<file path="src/rtl/interface_buffer_pkg.sv">
// Shared constants and helpers for the interface_buffer elastic channel
// and its storage array.
package interface_buffer_pkg;

    localparam int IB_DEFAULT_WIDTH = 64;
    localparam int IB_DEFAULT_DEPTH = 2;

    // Pointer width is at least one bit so a single-entry buffer still has a legal index.
    function automatic int ptr_width(input int depth);
        return (depth > 1) ? $clog2(depth) : 1;
    endfunction

endpackage

</file>
<file path="src/rtl/interface_buffer_mem.sv">
// DEPTH x WIDTH register array: one synchronous write port, one asynchronous
// read port, no reset. Reusable by any buffered channel.
module interface_buffer_mem
    import interface_buffer_pkg::*;
#(
    parameter int WIDTH = IB_DEFAULT_WIDTH,
    parameter int DEPTH = IB_DEFAULT_DEPTH,
    parameter int PW    = ptr_width(DEPTH)
) (
    input  logic             clk,
    input  logic             wr_en_i,
    input  logic [PW-1:0]    wr_addr_i,
    input  logic [WIDTH-1:0] wr_data_i,
    input  logic [PW-1:0]    rd_addr_i,
    output logic [WIDTH-1:0] rd_data_o
);

    logic [WIDTH-1:0] mem_q [DEPTH];

    always_ff @(posedge clk) begin
        if (wr_en_i) begin
            mem_q[wr_addr_i] <= wr_data_i;
        end
    end

    assign rd_data_o = mem_q[rd_addr_i];

endmodule

</file>
<file path="src/rtl/interface_buffer.sv">
// Ready/valid elastic buffer holding up to DEPTH beats, with optional
// zero-latency bypass while empty and an exported occupancy count.
module interface_buffer
    import interface_buffer_pkg::*;
#(
    parameter int WIDTH  = IB_DEFAULT_WIDTH,
    parameter int DEPTH  = IB_DEFAULT_DEPTH,
    parameter bit BYPASS = 1'b1
) (
    input  logic                       clk,
    input  logic                       rst,
    input  logic                       in_valid,
    output logic                       in_ready,
    input  logic [WIDTH-1:0]           in_data,
    output logic                       out_valid,
    input  logic                       out_ready,
    output logic [WIDTH-1:0]           out_data,
    output logic [$clog2(DEPTH+1)-1:0] count
);

    localparam int            PW       = ptr_width(DEPTH);
    localparam int            CW       = $clog2(DEPTH + 1);
    localparam logic [PW-1:0] LAST_PTR = PW'(DEPTH - 1);
    localparam logic [CW-1:0] FULL_CNT = CW'(DEPTH);

    logic [PW-1:0]    wr_ptr_q, wr_ptr_d;
    logic [PW-1:0]    rd_ptr_q, rd_ptr_d;
    logic [CW-1:0]    count_q, count_d;
    logic             empty;
    logic             push;
    logic             pop;
    logic             bypass_beat;
    logic             wr_en;
    logic             rd_en;
    logic [WIDTH-1:0] mem_rd_data;

    // in_ready looks only at registered occupancy, so a pop on a full buffer
    // frees the slot for the following cycle rather than the current one.
    assign empty     = (count_q == '0);
    assign in_ready  = (count_q != FULL_CNT);
    assign out_valid = empty ? (BYPASS & in_valid) : 1'b1;
    assign out_data  = (BYPASS && empty) ? in_data : mem_rd_data;

    assign push        = in_valid & in_ready;
    assign pop         = out_valid & out_ready;
    assign bypass_beat = BYPASS & empty & in_valid & out_ready;
    assign wr_en       = push & ~bypass_beat;
    assign rd_en       = pop & ~empty;

    always_comb begin
        wr_ptr_d = wr_ptr_q;
        rd_ptr_d = rd_ptr_q;
        count_d  = count_q;
        if (wr_en) begin
            wr_ptr_d = (wr_ptr_q == LAST_PTR) ? '0 : wr_ptr_q + PW'(1);
        end
        if (rd_en) begin
            rd_ptr_d = (rd_ptr_q == LAST_PTR) ? '0 : rd_ptr_q + PW'(1);
        end
        case ({wr_en, rd_en})
            2'b10:   count_d = count_q + CW'(1);
            2'b01:   count_d = count_q - CW'(1);
            default: count_d = count_q;
        endcase
    end

    always_ff @(posedge clk or posedge rst) begin
        if (rst) begin
            wr_ptr_q <= '0;
            rd_ptr_q <= '0;
            count_q  <= '0;
        end else begin
            wr_ptr_q <= wr_ptr_d;
            rd_ptr_q <= rd_ptr_d;
            count_q  <= count_d;
        end
    end

    assign count = count_q;

    interface_buffer_mem #(
        .WIDTH (WIDTH),
        .DEPTH (DEPTH),
        .PW    (PW)
    ) u_mem (
        .clk       (clk),
        .wr_en_i   (wr_en),
        .wr_addr_i (wr_ptr_q),
        .wr_data_i (in_data),
        .rd_addr_i (rd_ptr_q),
        .rd_data_o (mem_rd_data)
    );

endmodule
</file>
<file path="config.mk">
export PLATFORM = sky130hd
export DESIGN_NAME = interface_buffer
export DESIGN_NICKNAME = d
export VERILOG_FILES = /design/src/rtl/interface_buffer_pkg.sv /design/src/rtl/interface_buffer_mem.sv /design/src/rtl/interface_buffer.sv
export SDC_FILE = /design/constraint.sdc
export NUM_CORES = 1
export LEC_CHECK = 0
export ABC_AREA = 0
export CORE_MARGIN = 1
export CORE_UTILIZATION = 45
export DETAILED_ROUTE_END_ITERATION = 10
export GPL_TIMING_DRIVEN = 0
export PLACE_DENSITY = 0.81
export SLEW_MARGIN = 30
export SYNTH_ARGS = -nofsm -noshare
export SYNTH_HDL_FRONTEND = slang
export SYNTH_SLANG_ARGS = --single-unit
</file>
<file path="constraint.sdc">
create_clock -name clk -period 5.02 [get_ports clk]
set_input_delay 1.004 -clock clk [delete_from_list [all_inputs] [get_ports clk]]
set_output_delay 1.004 -clock clk [all_outputs]
set_load 0.02 [all_outputs]
</file>
**Word-level counts from Yosys, hierarchy flattened**

Memory sizes are Yosys's and may differ from the RTL's.
Index checks and enable logic that the tools add are counted.

- Add/subtract/negate cells: 4
- Equality and inequality tests: 3
- Muxes and demuxes: 7
- Bitwise logic cells: 8
- Reduce and logical (&&, ||, !) cells: 2

Operators with widths:

| kind | count |
|---|---|
| 64-bit 2-to-1 mux | 1 |
| 1-bit AND | 6 |
| 1-bit 2-to-1 mux | 5 |
| 2-bit one-hot mux with 2 select lines | 1 |
| 1-bit adder (second input constant) | 2 |
| 2-bit by 1-bit adder with 2-bit output (second input constant) | 1 |
| 2-bit by 1-bit equality test with 1-bit output (second input constant) | 1 |
| 2-bit equality test (second input constant) | 1 |
| 2-bit zero test | 1 |
| 2-bit inequality test (second input constant) | 1 |
| 1-bit inverter | 2 |
| 2-bit nonzero test | 1 |
| 2-bit by 1-bit subtractor with 2-bit output (second input constant) | 1 |

- Bits in registers: 4
- Memory bits (writable): 128
- Bits of input ports: 68
- Output and inout port bits: 68
- Word-level logic and storage cells: 28
- Memories kept: 1

Memory list:

| memory | depth | width | read ports | clocked after memory_dff | wr ports | line | text |
|---|---|---|---|---|---|---|---|
| u_mem.mem_q | 2 | 64 | 1 | 0 | 1 | interface_buffer_mem.sv:18 | `logic [WIDTH-1:0] mem_q [DEPTH];` |

**Logic depth before layout (Yosys ltp)**

- Word-level depth: 7
- Mapped depth: 6
- Mapped depth without buffers: 6

**By module**

A second synthesis with hierarchy kept.

- Cell total of the unflattened synthesis: 291
- Area total of the unflattened synthesis: 6115.9 um2

Modules (own cells, without submodules):

| module | times used | cells each | area each (um2) | sequential area each (um2) |
|---|---|---|---|---|
| interface_buffer_mem | 1 | 201 | 4933.5 | 3843.7 |
| interface_buffer | 1 | 90 | 1182.4 | 100.1 |

**Worst setup path before layout**

No wires, ideal clock.

- Kind: input port to flip-flop
- Start point: input out_ready
- End point: memory u_mem.mem_q[0][0] in the netlist's numbering, enable pin
- Setup time: 0.487 ns
- Arrival: 3.976 ns
- Data required time: 4.533 ns
- Setup slack: 0.557 ns
- Stages: 3
- Buffers on the path: 0
- Path through: nor2_1 -> o21ai_0 -> nor2_1

- Word-level cells in the longest chain between the ends: 5

Ends and longest elaborated chain:

| element | line | text |
|---|---|---|
| start: declaration | interface_buffer.sv:16 | `input logic out_ready,` |
| 1-bit AND | interface_buffer.sv:46 | `assign bypass_beat = BYPASS & empty & in_valid & out_ready;` |
| 1-bit inverter | interface_buffer.sv:47 | `assign wr_en = push & ~bypass_beat;` |
| 1-bit AND | interface_buffer.sv:47 |  |
| 1-bit 2-to-1 mux | interface_buffer_mem.sv:21 | `if (wr_en_i) begin` |
| 1-bit 2-to-1 mux (not written as such) | interface_buffer_mem.sv:22 | `mem_q[wr_addr_i] <= wr_data_i;` |
| end: declaration | interface_buffer_mem.sv:18 |  |

Every way passes these cells.

**Final worst setup path**

- Start point: input in_data[10]
- End point: output out_data[10]

- Word-level cells in the longest chain between the ends: 1

Ends and longest elaborated chain:

| element | line | text |
|---|---|---|
| start: declaration | interface_buffer.sv:14 | `input logic [WIDTH-1:0] in_data,` |
| 64-bit 2-to-1 mux | interface_buffer.sv:42 | `assign out_data = (BYPASS && empty) ? in_data : mem_rd_data;` |
| end: declaration | interface_buffer.sv:17 | `output logic [WIDTH-1:0] out_data,` |

Every way passes these cells.

==> flow_metrics.env <==
export IMPL_synth_enable_flop_cells=128
export IMPL_cts_repair_resize_count=0
export IMPL_hold_viol_final=0
export IMPL_dr_total_vias=3506
export IMPL_status="finished, violations left"
export IMPL_ys_types=18
export IMPL_netlist_top_cells_area="edfxtp_1, mux2i_1, a21oi_1, nor2_1, buf_6"
export IMPL_violations="DRC"
export IMPL_layout_area_overhead_vs_synth_pct=41.3
export IMPL_clock_power_share_pct=21.4
export IMPL_internal_power_mw=3.36
export IMPL_firstDrtPassIters=10
export IMPL_routed_wire_per_std_cell_um=16.8
export IMPL_synthFlopType="edfxtp_1"
export IMPL_number_of_levels_in_the_clock_h_tree=4
export IMPL_die_w_um=112
export IMPL_layout_worst_path_cycle_share_pct=68.2
export IMPL_placement_io_buffers=135
export IMPL_post_cts_hold_buffer_count=0
export IMPL_syn_avg_cell_area_um2=15.1
export IMPL_critical_path_top_delay_family="buffers and inverters"
export IMPL_worst_path_most_repeated_cell="clkdlybuf4s50_1"
export IMPL_power_per_cell_area_nw_per_um2=677
export IMPL_num_nets_final=591
export IMPL_initial_utilization_pct=46.9
export IMPL_synthesis_area_um2=5450
export IMPL_timing_setup_critical_path_class="input pin to output pin"
export IMPL_relSlewSlack_pct=37.1
export IMPL_route_antenna_remaining_nets=0
export IMPL_cp_max_fanout=3
export IMPL_fmax_mhz=292
export IMPL_seq_area_frac_synth_pct=72.4
export IMPL_place_ws_ps=1620
export IMPL_path_cells="clkdlybuf4s50_1 -> nor2_1 -> a21oi_1 -> clkdlybuf4s50_1"
export IMPL_synthesis_instances=362
export IMPL_timing_final_setup_violations=0
export IMPL_clockRootBuffer="clkbuf_16"
export IMPL_clkTransAtPathRegs_ps=50
export IMPL_first_global_vias=3541
export IMPL_final_setup_skew_ps=7.61
export IMPL_drt_drc_violations_left=8
export IMPL_clock_tree_buffer_depth=2
export IMPL_p_leak_nw=2.85
export IMPL_finalWeightedCongestion=0.723
export IMPL_netlist_top_cell_by_area="edfxtp_1"
export IMPL_timing_reg2reg_setup_slack_ps=3000
export IMPL_post_cts_buffers=0
export IMPL_net_count_of_the_mapped_netlist=431
export IMPL_synth_warnings=0
export IMPL_p_seq_share_pct=29.7
export IMPL_grt_usage_pct=18.9
export IMPL_worst_min_delay_path_startpoint="wr_ptr_q"
export IMPL_wire_length_of_the_first_global_routing_pass_um=18300
export IMPL_crit_arrival_ps=2420
export IMPL_slowest_delay_ps=670
export IMPL_finalMaxSlewViolations=0
export IMPL_finalCriticalPeriod_ps=3430
export IMPL_hpwl_um=7660
export IMPL_number_of_antenna_violations_at_the_first_check_in_global_routing=0
export IMPL_timing_critical_path_required_ps=4020
export IMPL_setup_repair_after_global_routing_missed_its_margin="no"
export IMPL_tritoncts="yes"
export IMPL_layout_drive_gt1_share_pct=11.0
export IMPL_hold_worst_slack_ps=554
export IMPL_worst_hold_path_endpoint="wr_ptr_q"
export IMPL_synth_async_reset_ratio_pct=3.03
export IMPL_crit_path_top_delay_cell="clkdlybuf4s50_1"
export IMPL_grt_start_max_net_pins=24
export IMPL_ioPinCount=136
export IMPL_coreArea_um2=11600
export IMPL_die_y_um=112
export IMPL_hp_class="register to register"
export IMPL_post_drt_via_cell_ratio=5.17
export IMPL_timing_rr_start="count[0]"
export IMPL_clk_insertion_delay_late_ps=400
export IMPL_reg2regPathDepth=4
export IMPL_sw_frac_of_total_pct=35.6
export IMPL_antennaDiodeCount=0
export IMPL_cts_buffers=17
export IMPL_design_die_area_um2=12600
export IMPL_maxCapViolations=0
export IMPL_postSynthRegisterBits=132
export IMPL_total_routed_wirelength_um=11400
export IMPL_ir_drop_v=0.000347
export IMPL_first_iter_violations=263
export IMPL_min_delay_path_depth=1
export IMPL_clock_sinks=132
export IMPL_net_switching_power_mw=1.86
export IMPL_actual_slew_at_the_worst_max_slew_pin_ps=933
export IMPL_rows=39
export IMPL_critical_path_reg2reg_endpoint="u_mem.mem_q[0][27]"
export IMPL_comb_power_share_pct=48.9
export IMPL_fin_worst_setup_slack_ps=1590
export IMPL_critical_path_endpoint_type="output pin"
export IMPL_grt_overflow=0
export IMPL_synth_largest_type_area_fraction_pct=70.5
export IMPL_start_kind="input pin"
export IMPL_timing_critical_path_buf_inv=2
[registers in the layout (all words and copies together) (netlist names)]
signal,cells
rd_ptr_q,1
wr_ptr_q,1
count,2
u_mem.mem_q,128
[power by group through the flow]
stage | clock, mW | combinational, mW | sequential [mW]
floorplan | 0 | 1.42 | 1.58
global placement | 0 | 2.42 | 1.60
detailed placement | 0 | 2.56 | 1.57
CTS | 1.14 | 2.57 | 1.55
global route | 1.18 | 2.71 | 1.57
finish | 1.12 | 2.55 | 1.55
[per-stage QoR]
stage	setup TNS [ps]	total power [mW]	std cells	util, %	cell area (µm²)
final	0	5.22	678	66.3	7700
after global routing	0	5.46	678	66.3	7700
after CTS	0	5.27	678	66.3	7700
after detailed placement	0	4.13	646	61.7	7160
after global placement	-174860	4.02	640	60.1	6980
after floorplan	0	3.00	362	-	5450
[cells in the final DEF (no fill, tap or decap), types with 2 or more instances in the layout]
cell type / netlist / layout
buf_2: 3 / 3
clkbuf_4: 5 / 5
clkbuf_1: 0 / 4
buf_6: 11 / 11
clkdlybuf4s50_1: 0 / 135
nor2_1: 68 / 66
buf_16: 0 / 6
nor2_4: 0 / 2
clkinv_2: 0 / 4
clkinvlp_4: 0 / 5
xnor2_1: 3 / 3
mux2i_1: 64 / 64
a21oi_1: 64 / 64
xor2_1: 2 / 2
clkbuf_16: 0 / 17
buf_4: 2 / 2
dfrtp_1: 4 / 4
inv_1: 2 / 2
edfxtp_1: 128 / 128
[worst reg2reg max path, stage by stage (launching register included)]
cell and delay (ps):
dfrtp_1 450, o21ai_0 780, nor2_4 130, buf_16 230
buf_16 180
[area by class of cell]
cell class,count,area [µm²]
flip-flops and latches,132,3940
well taps,143,179
inverters,2,7.51
multi-input cells,207,1320
clock inverters,10,87.6
clock buffers,22,454
fillers,833,3910
plain buffers,21,191
repair buffers,141,1520
[cell usage after synthesis, types with 2 or more instances]
cell / count
buf_2: 3
xor2_1: 2
a21oi_1: 64
dfrtp_1: 4
buf_6: 11
xnor2_1: 3
nor2_1: 68
edfxtp_1: 128
clkbuf_4: 5
buf_4: 2
inv_1: 2
mux2i_1: 64
[cell families (layout without fill, tap and decap cells)]
family          Yosys count  after routing  share of synthesized area (%)
flops                   132            132                           72.4
compound gates           65             65                           5.97
buf+inv                  23            196                           3.65
xor+xnor                  5              5                          0.804
mux                      64             64                           11.8
fa+ha+maj                 1              1                          0.230
simple gates             72             72                           5.23
[worst max path at each step]
stage | startpoint | endpoint | slack (ps) | cells past startpoint
after CTS | in_data[10] | out_data[10] | 1620 | 4
after global placement | out_ready | u_mem.mem_q[1][36] | -1380 | 4
after detailed placement | in_data[10] | out_data[10] | 1620 | 4
after floorplan | out_ready | u_mem.mem_q[0][0] | 560 | 3
after global routing | in_data[26] | out_data[26] | 1550 | 4
final | in_data[10] | out_data[10] | 1590 | 4
[metal layers]
metal	part of all wire [%]	GRT usage, %	vias up
met5	0	0	-
met4	1.0	6.76	0
met3	5.5	4.64	11
met2	50	31.6	124
met1	43	24.2	1692
li1	-	-	1679
No activity file was read; power rests on OpenSTA's default activity.
